`config.mk`:
```
export PLATFORM = sky130hd
export DESIGN_NAME = div_unit
export DESIGN_NICKNAME = d
export VERILOG_FILES = /design/src/rtl/common_params.sv /design/src/rtl/div_signfix.sv /design/src/rtl/div_unit.sv
export SDC_FILE = /design/constraint.sdc
export NUM_CORES = 1
export LEC_CHECK = 0
export BUFFER_PORTS_ARGS = -buffer_cell sky130_fd_sc_hd__clkbuf_2
export CORE_ASPECT_RATIO = 2
export CORE_MARGIN = 2
export CORE_UTILIZATION = 40
export CTS_CLUSTER_DIAMETER = 200
export DETAILED_ROUTE_END_ITERATION = 8
export PLACE_DENSITY = 0.54
export SYNTH_ARGS = -nofsm -noshare
export SYNTH_HDL_FRONTEND = slang
export SYNTH_HIERARCHICAL = 1
export SYNTH_SLANG_ARGS = --single-unit
```
`constraint.sdc`:
```
create_clock -name clk -period 10.7 [get_ports clk]
set_input_delay 1.605 -clock clk [delete_from_list [all_inputs] [get_ports clk]]
set_output_delay 1.605 -clock clk [all_outputs]
set_load 0.01 [all_outputs]
```
`src/rtl/common_params.sv`:
```
// Shared widths and encodings for the EX-stage divider.
package common_params;

    localparam int BITS    = 32;
    localparam int CNT_W   = $clog2(BITS) + 1;
    localparam int DIV_LAT = BITS + 2;

    typedef enum logic [1:0] {
        DIV  = 2'b00,
        DIVU = 2'b01,
        REM  = 2'b10,
        REMU = 2'b11
    } div_t;

    typedef enum logic [1:0] {
        IDLE,
        CALC,
        FIX,
        DONE
    } state_t;

    function automatic logic is_signed_op(input div_t op);
        return (op == DIV) || (op == REM);
    endfunction

    function automatic logic is_rem_op(input div_t op);
        return (op == REM) || (op == REMU);
    endfunction

endpackage

```
`src/rtl/div_signfix.sv`:
```
// Sign handling around the unsigned core: operand magnitudes at accept,
// conditional negation of quotient/remainder in FIX.
module div_signfix
    import common_params::*;
#(
    parameter int W = BITS
) (
    input  logic         i_signed,
    input  logic [W-1:0] i_dividend,
    input  logic [W-1:0] i_divisor,
    input  logic         i_neg_q,
    input  logic         i_neg_r,
    input  logic [W-1:0] i_quo,
    input  logic [W-1:0] i_rem,
    output logic         o_sign_dividend,
    output logic         o_sign_divisor,
    output logic [W-1:0] o_mag_dividend,
    output logic [W-1:0] o_mag_divisor,
    output logic [W-1:0] o_quo,
    output logic [W-1:0] o_rem
);

    assign o_sign_dividend = i_signed & i_dividend[W-1];
    assign o_sign_divisor  = i_signed & i_divisor[W-1];

    // The most negative value maps onto itself, which reads correctly as unsigned.
    assign o_mag_dividend = o_sign_dividend ? (~i_dividend + 1'b1) : i_dividend;
    assign o_mag_divisor  = o_sign_divisor  ? (~i_divisor  + 1'b1) : i_divisor;

    assign o_quo = i_neg_q ? (~i_quo + 1'b1) : i_quo;
    assign o_rem = i_neg_r ? (~i_rem + 1'b1) : i_rem;

endmodule

```
`src/rtl/div_unit.sv`:
```
// Radix-2 restoring divider for RV32M DIV/DIVU/REM/REMU with a one-cycle
// path for divide-by-zero and signed overflow.
module div_unit
    import common_params::*;
#(
    parameter int BITS  = common_params::BITS,
    parameter int CNT_W = $clog2(BITS) + 1
) (
    input  logic            clk,
    input  logic            rst,
    input  logic            start,
    input  logic            flush,
    input  div_t            DIV_OP,
    input  logic [BITS-1:0] Dividend,
    input  logic [BITS-1:0] Divisor,
    output logic            busy,
    output logic            done,
    output logic [BITS-1:0] Div_Out
);

    localparam logic [BITS-1:0] SMIN = {1'b1, {(BITS-1){1'b0}}};

    state_t          r_state, w_next;
    div_t            r_op;
    logic            r_neg_q, r_neg_r;
    logic [BITS-1:0] r_rem, r_quo, r_dvsr, r_out;
    logic [CNT_W-1:0] r_cnt;

    logic            w_accept, w_signed, w_div0, w_ovf, w_special;
    logic [BITS-1:0] w_special_out;
    logic            w_sign_dvd, w_sign_dvs;
    logic [BITS-1:0] w_mag_dvd, w_mag_dvs, w_quo_fix, w_rem_fix;
    logic [BITS:0]   w_shift, w_diff;
    logic            w_fits;

    assign w_accept  = start & ~flush & ((r_state == IDLE) | (r_state == DONE));
    assign w_signed  = is_signed_op(DIV_OP);
    assign w_div0    = (Divisor == '0);
    assign w_ovf     = w_signed & (Dividend == SMIN) & (Divisor == '1);
    assign w_special = w_div0 | w_ovf;

    always_comb begin
        if (w_div0)
            w_special_out = is_rem_op(DIV_OP) ? Dividend : '1;
        else
            w_special_out = is_rem_op(DIV_OP) ? '0 : SMIN;
    end

    div_signfix #(.W(BITS)) u_signfix (
        .i_signed        (w_signed),
        .i_dividend      (Dividend),
        .i_divisor       (Divisor),
        .i_neg_q         (r_neg_q),
        .i_neg_r         (r_neg_r),
        .i_quo           (r_quo),
        .i_rem           (r_rem),
        .o_sign_dividend (w_sign_dvd),
        .o_sign_divisor  (w_sign_dvs),
        .o_mag_dividend  (w_mag_dvd),
        .o_mag_divisor   (w_mag_dvs),
        .o_quo           (w_quo_fix),
        .o_rem           (w_rem_fix)
    );

    // One extra bit on the trial subtract: its MSB is the borrow.
    assign w_shift = {r_rem, r_quo[BITS-1]};
    assign w_diff  = w_shift - {1'b0, r_dvsr};
    assign w_fits  = ~w_diff[BITS];

    // NOTE: default first so every path assigns w_next and no latch is inferred.
    always_comb begin
        w_next = r_state;
        unique case (r_state)
            IDLE: if (w_accept) w_next = w_special ? DONE : CALC;
            CALC: if (r_cnt == CNT_W'(BITS - 1)) w_next = FIX;
            FIX:  w_next = DONE;
            DONE: begin
                if (w_accept) w_next = w_special ? DONE : CALC;
                else          w_next = IDLE;
            end
            default: w_next = IDLE;
        endcase
        if (flush) w_next = IDLE;
    end

    // NOTE: non-blocking assignments so every register samples pre-edge values.
    always_ff @(posedge clk or posedge rst) begin
        if (rst) begin
            r_state <= IDLE;
            r_op    <= DIV;
            r_neg_q <= 1'b0;
            r_neg_r <= 1'b0;
            r_rem   <= '0;
            r_quo   <= '0;
            r_dvsr  <= '0;
            r_cnt   <= '0;
            r_out   <= '0;
        end else begin
            r_state <= w_next;
            if (w_accept) begin
                r_op    <= DIV_OP;
                r_neg_q <= (DIV_OP == DIV) & (w_sign_dvd ^ w_sign_dvs);
                r_neg_r <= (DIV_OP == REM) & w_sign_dvd;
                r_quo   <= w_mag_dvd;
                r_dvsr  <= w_mag_dvs;
                r_rem   <= '0;
                r_cnt   <= '0;
                if (w_special) r_out <= w_special_out;
            end else if (!flush) begin
                if (r_state == CALC) begin
                    r_rem <= w_fits ? w_diff[BITS-1:0] : w_shift[BITS-1:0];
                    r_quo <= {r_quo[BITS-2:0], w_fits};
                    r_cnt <= r_cnt + 1'b1;
                end else if (r_state == FIX) begin
                    r_out <= is_rem_op(r_op) ? w_rem_fix : w_quo_fix;
                end
            end
        end
    end

    // Stall request depends on state only, keeping start off the stall path.
    assign busy    = (r_state == CALC) | (r_state == FIX);
    assign done    = (r_state == DONE);
    assign Div_Out = r_out;

endmodule
```
==> results of run 1 <==
## metal layers
layer / wire [um] / GRT usage [%]
met3: 1390 / 3.36
met1: 14800 / 27.0
met5: 0 / 0
met4: 1670 / 11.4
met2: 20400 / 44.9
## worst paths after layout
kind | depth (start not counted) | slack, ps | end
max in group asynchronous | 3 | 8150 | r_dvsr[25]
hold reg to reg | 2 | 480 | r_neg_q
min in group asynchronous | 2 | 1260 | Div_Out[7]
setup reg to reg | 13 | 6820 | r_rem[2]
setup / recovery | 9 | 6250 | Div_Out[30]
hold / removal | 2 | 480 | r_neg_q
## state kept, by name (all words and copies together) (netlist names)
register  flops
r_dvsr       32
r_neg_q       1
r_neg_r       1
r_state       2
r_op          1
Div_Out      32
r_rem        32
r_quo        32
r_cnt         6
## power by group through the flow
stage	Combinational (mW)	Clock (mW)	Sequential (mW)
after global placement	2.67	0	1.09
after detailed placement	2.71	0	1.09
after global routing	3.00	0.663	1.13
after floorplan	2.12	0	0.998
final	2.71	0.632	1.09
after CTS	2.72	0.647	1.09
## Yosys cell counts, types with 4 or more instances
library cell    n  share of area [%]
nand2_1       159                5.0
dfrtp_1       139                 29
xnor2_1        98                7.2
o21ai_0        89                3.7
nor2_1         87                2.7
a21oi_1        75                3.1
clkbuf_1       70                2.2
inv_1          65                2.0
mux2i_1        59                4.9
a31oi_1        58                3.0
xor2_1         46                3.4
ha_1           41                4.3
a211oi_1       37                2.3
o31ai_1        37                2.3
nor3b_1        36                2.3
mux2_4         30                3.8
nor4_1         30                1.6
nand3_1        29                1.2
nor3_1         22               0.92
nand4_1        20                1.0
o21ai_1        19               0.79
o41ai_1        17                1.2
a21o_1         15               0.94
or3_1          14               0.73
nand2b_1       12               0.63
or4_1          10               0.63
a41oi_1         9               0.66
o21a_1          9               0.56
buf_4           6               0.38
nor2b_1         6               0.31
and3_1          5               0.26
buf_1           5               0.16
buf_2           5               0.21
nand3b_1        5               0.31
o211ai_1        5               0.31
and2_1          4               0.21
and4b_1         4               0.33
mux2_1          4               0.38
or2_2           4               0.21
## cells by family after synthesis
family | count (synthesis)
AND/OR/NAND/NOR | 460
AO/OA/AOI/OAI | 402
buffers and inverters | 158
XOR/XNOR | 144
flip-flops | 139
multiplexers | 93
adder cells (fa/ha/maj) | 42
## area by class of cell
type / instances / area, um2
Fill cell: 2916 / 16200
Timing Repair Buffer: 117 / 621
Inverter: 67 / 256
Multi-Input combinational cell: 1141 / 7830
Clock buffer: 19 / 453
Sequential cell: 139 / 3480
Tap cell: 364 / 455
Clock inverter: 13 / 166
## worst reg2reg max path: cells and delay by family (launching register included)
kind	cells	cell delay (ps)
muxes	1	420
xor gates and xnor gates	1	130
DFF	1	410
adders and majority gates	2	630
buffers and inverters	3	690
AOI/OAI and AO/OA	6	1470
## per-stage QoR
stage	utilization, %	setup slack, ps	hold WS [ps]	total power [mW]	area [um2]
2_1_floorplan	-	5370	450	3.12	12000
3_3_place_gp	42.8	5880	459	3.76	12600
3_5_place_dp	42.8	5740	475	3.80	12600
4_1_cts	44.9	6230	489	4.45	13300
5_1_grt	44.9	6070	531	4.79	13300
6_report	44.9	6250	483	4.43	13300
==> flow_summary.ini, run 1 <==
[hold_path]
min-delay-start = r_neg_q
hold_path.class = reg2reg

[routing]
drtIter0Drc = 652
ant_nets = 0
wl_per_cell_um = 20.5
drt-total-wl_mm = 38.2
drtPass1Iterations = 5
drc = 0
via_per_inst = 5.91
num_vias = 11000

[setup_path]
path_cells = clkbuf_2 > and4b_1 > nand4_1 > nor4_2 > nand4_1 > o21ai_2 > nor2_1 > or4_2 > mux2_1
cp_max_fo = 32
critPathArrivalTime_ps = 4790
crit_top_cell = nand4_1
critPathKind = in2reg
cp-end-kind = flip-flop
cp-startpoint = Dividend[26]
cp.required_ps = 11030
cp_slowest_cell = or4_2
critical-path-max-stage-delay_ps = 1090
critPathLaunchType = primary input
r2r-start = r_quo[31]
cpLargestDelayFamily = simple AND/OR/NAND/NOR gates
crit_buf_inv = 1

[power_and_ir_drop]
pwr_density_cell_nw_per_um2 = 334
seqPwrFrac_pct = 24.6
leakage_nw = 5.64
ir_drop_v = 0.000164
clock_power_share_pct = 14.3
combinationalPowerShare_pct = 61.1
intPower_mw = 2.34
p_switching_mw = 2.09
switching_share_pct = 47.1

[sta]
worst_pin_slew_ps = 1150
grt_setup_unrepaired = false
period_minus_slack_ps = 4450
fin_crit_sh_pct = 41.6
max-slew-margin-rel_pct = 23.1
hold_viol_final = 0
setup_tns_ps = 0
slew_viol_final = 0
fmax_ghz = 0.225
setup_viol_count_final = 0
skew_ps = 12.9

[yosys]
synth-main-ff-cell = dfrtp_1
yosysUniqueCellTypes = 69
async_flop_share_pct = 100
synthAdderAreaFrac_pct = 4.46
syn_nets = 1550
synth_xor_area_share_pct = 10.5
synth-edff-count = 0
synth.area.mux_share_pct = 9.08
netlist_instances = 1438
synth_top_family_by_area = compound AO/OA/AOI/OAI gates
syn_area_um2 = 12000
synth_warnings = 6
synth-compound-area-share_pct = 21.7
synth_seq_cells = 139
avgSynthCellArea_um2 = 8.32
yosysSeqAreaShare_pct = 29.1
yosys.area_share.simple_pct = 19.4

[global_routing]
grtUsageTotal_pct = 24.3
grt_max_degree = 94
grt_overflow = 0
grt_pass1_wl_mm = 60.1
antenna_found_initial = 0
grt_pass1_vias = 10800

[die]
ios = 104
dieWidth_um = 126
die_h_um = 249
initial_core_util_pct = 40.5
row_count = 89
die-area_um2 = 31400
floorplan.core_area_um2 = 29500

[final_layout]
layout_commonest_cell = nand2_1
area_delta_synth_final_pct = 10.9
nNetsFinal = 1595
final_cell_mix = nand2_1 (159), dfrtp_1 (138), clkbuf_2 (103)
drive_above_1_share_pct = 13.3
final_cells = 1860
diodes = 0

[clock_network]
cts_num_sinks = 139
clk_pin_slew_ps = 60
cts_inserted_buffers = 17
cts_resized = 0
tritoncts = built
cts_max_path_buffers = 2
clockRootBuffer = clkbuf_16
clock_latency_ps = 450
cts_setup_buffers = 0
h-tree-depth = 4
ctsHoldBuffers = 0

[placed_design]
dp_hpwl_mm = 28.9
dp_cells = 1828
port_buffers = 103
gp_congestion = 0.908

[status]
status = complete, no violations

[flow_run]
drv_cap = 0
No activity file was read; power rests on OpenSTA's default activity.
==> run 2, diff against run 1 <==
==> constraint.sdc (replaced) <==
create_clock -name clk -period 4.23 [get_ports clk]
set_input_delay 0.6345 -clock clk [delete_from_list [all_inputs] [get_ports clk]]
set_output_delay 0.6345 -clock clk [all_outputs]
set_load 0.01 [all_outputs]
==> run 2 against run 1 <==
Via count up 0.72%. Clock power grew to 2.6 times the previous value. Die area stayed put. Sequential power grew to 2.5 times the previous value. Core utilization grew 0.38 points. Final area rose by 0.84%. Sequential cell count unchanged. Critical path type is now reg2reg.
==> flow_summary.ini, run 2 (same netlist as run 1, synthesis figures left out) <==
[status]
status = complete, no violations

[sta]
period_minus_slack_ps = 3700
fmax_ghz = 0.271
slew_viol_final = 0
max-slew-margin-rel_pct = 23.5
hold_slack_ps = 353
fin_crit_sh_pct = 87.4
setup_viol_count_final = 0
setup_tns_ps = 0
grt_setup_unrepaired = false
hold_viol_final = 0
skew_ps = 11.3
worst_pin_slew_ps = 1150

[setup_path]
cpLargestDelayFamily = compound AO/OA/AOI/OAI gates
cp_max_fo = 33
cp.required_ps = 4550
critPathKind = reg2reg
cp-end-kind = flip-flop
worstRegToRegCells = 14
path_cells = inv_1 > ha_1 > inv_1 > fa_1 > a211oi_1 > o211a_1 > o21a_1 > a21boi_1 > o21ai_1 > xnor2_2 > buf_4 > buf_4 > mux2i_1 > a21oi_1
crit_buf_inv = 4
cp.depth = 14
critical-path-max-stage-delay_ps = 410
cp_slowest_cell = dfrtp_1
critPathLaunchType = flip-flop
critPathArrivalTime_ps = 4010

[final_layout]
layout_commonest_cell = nand2_1
nNetsFinal = 1606
final_cells = 1870
drive_above_1_share_pct = 13.9
diodes = 0
area_delta_synth_final_pct = 11.8
final_cell_area_um2 = 13400
final_cell_mix = nand2_1 (159), dfrtp_1 (138), clkbuf_2 (103)

[clock_network]
h-tree-depth = 4
cts_setup_buffers = 0
cts_resized = 0
clockRootBuffer = clkbuf_16
cts_num_sinks = 139
cts_inserted_buffers = 17
ctsHoldBuffers = 0
tritoncts = built
clock_latency_ps = 450
cts_max_path_buffers = 2
clk_pin_slew_ps = 70

[power_and_ir_drop]
switching_share_pct = 46.8
leakage_nw = 5.70
clock_power_share_pct = 14.4
p_switching_mw = 5.29
pwr_density_cell_nw_per_um2 = 845
ir_drop_v = 0.000470
seqPwrFrac_pct = 24.4
combinationalPowerShare_pct = 61.2
intPower_mw = 6.01

[placed_design]
dp_hpwl_mm = 29.2
gp_congestion = 0.896
port_buffers = 103
placed_cell_area_um2 = 12700
dp_cells = 1839

[global_routing]
grt_max_degree = 140
antenna_found_initial = 0
grtUsageTotal_pct = 24.7
grt_overflow = 0
grt_pass1_vias = 10900
grt_pass1_wl_mm = 60.7

[die]
ios = 104
die_h_um = 249
die-area_um2 = 31400
dieWidth_um = 126
floorplan.core_area_um2 = 29500
initial_core_util_pct = 40.5
row_count = 89

[routing]
num_vias = 11100
via_per_inst = 5.92
drt-total-wl_mm = 38.8
drc = 0
drtPass1Iterations = 7
drtIter0Drc = 808
ant_nets = 0
wl_per_cell_um = 20.8

[flow_run]
drv_cap = 0

[hold_path]
hold_path.class = in2async
-- run 2: changes by cell type in the layout (fill, tap and decap cells not counted), sizes merged --
cell | previous run | this run
bufinv | 3 | 4
inv | 67 | 64
clkinvlp | 3 | 4
buf | 14 | 25
-- run 2: path summary, 6_finish.rpt --
path | slack, ps | start | endpoint
max in group asynchronous | 3160 | rst | r_op[1]
setup / recovery | 530 | r_quo[31] | r_rem[4]
setup reg to reg | 530 | r_quo[31] | r_rem[4]
min in group clk | 480 | r_dvsr[0] | r_dvsr[0]
hold / removal | 350 | rst | Div_Out[22]
hold reg to reg | 480 | r_dvsr[0] | r_dvsr[0]
-- run 2: area by class of cell --
cell class	count	area (um2)
fillers	2974	16100
multi-input cells	1141	7830
flip-flops and latches	139	3480
repair buffers	128	728
well taps	364	455
clock buffers	19	453
inverters	67	255
clock inverters	12	171
-- run 2: per-stage QoR --
stage          util [%]  total power [mW]  setup slack, ps
2_1_floorplan         -              7.89             1320
3_3_place_gp       43.2              9.59              683
3_5_place_dp       43.2              9.68              576
4_1_cts            45.3              11.3              555
5_1_grt            45.3              12.3              273
6_report           45.3              11.3              533
-- run 2: power by group through the flow --
| stage | logic (mW) | clock network (mW) | registers (mW) |
|---|---|---|---|
| after floorplan | 5.36 | 0 | 2.52 |
| after global placement | 6.83 | 0 | 2.76 |
| after detailed placement | 6.91 | 0 | 2.77 |
| after CTS | 6.93 | 1.66 | 2.75 |
| after global routing | 7.69 | 1.72 | 2.86 |
| final | 6.91 | 1.63 | 2.76 |
-- run 2: worst register-to-register path, stage by stage, from the launching register on --
cell      delay (ps)
dfrtp_1          410
inv_1            100
ha_1             180
inv_1             60
fa_1             410
a211oi_1         330
o211a_1          270
o21a_1           260
a21boi_1         150
o21ai_1          250
xnor2_2          130
buf_4            400
buf_4            300
mux2i_1          220
a21oi_1           90
-- run 2: routing by layer --
metal	up-vias	part of all wire, %	GRT usage, %
met5	-	0	0
met4	0	4.2	11.5
met3	83	4.1	3.55
met2	324	54	46.1
met1	5312	38	26.9
li1	5345	-	-
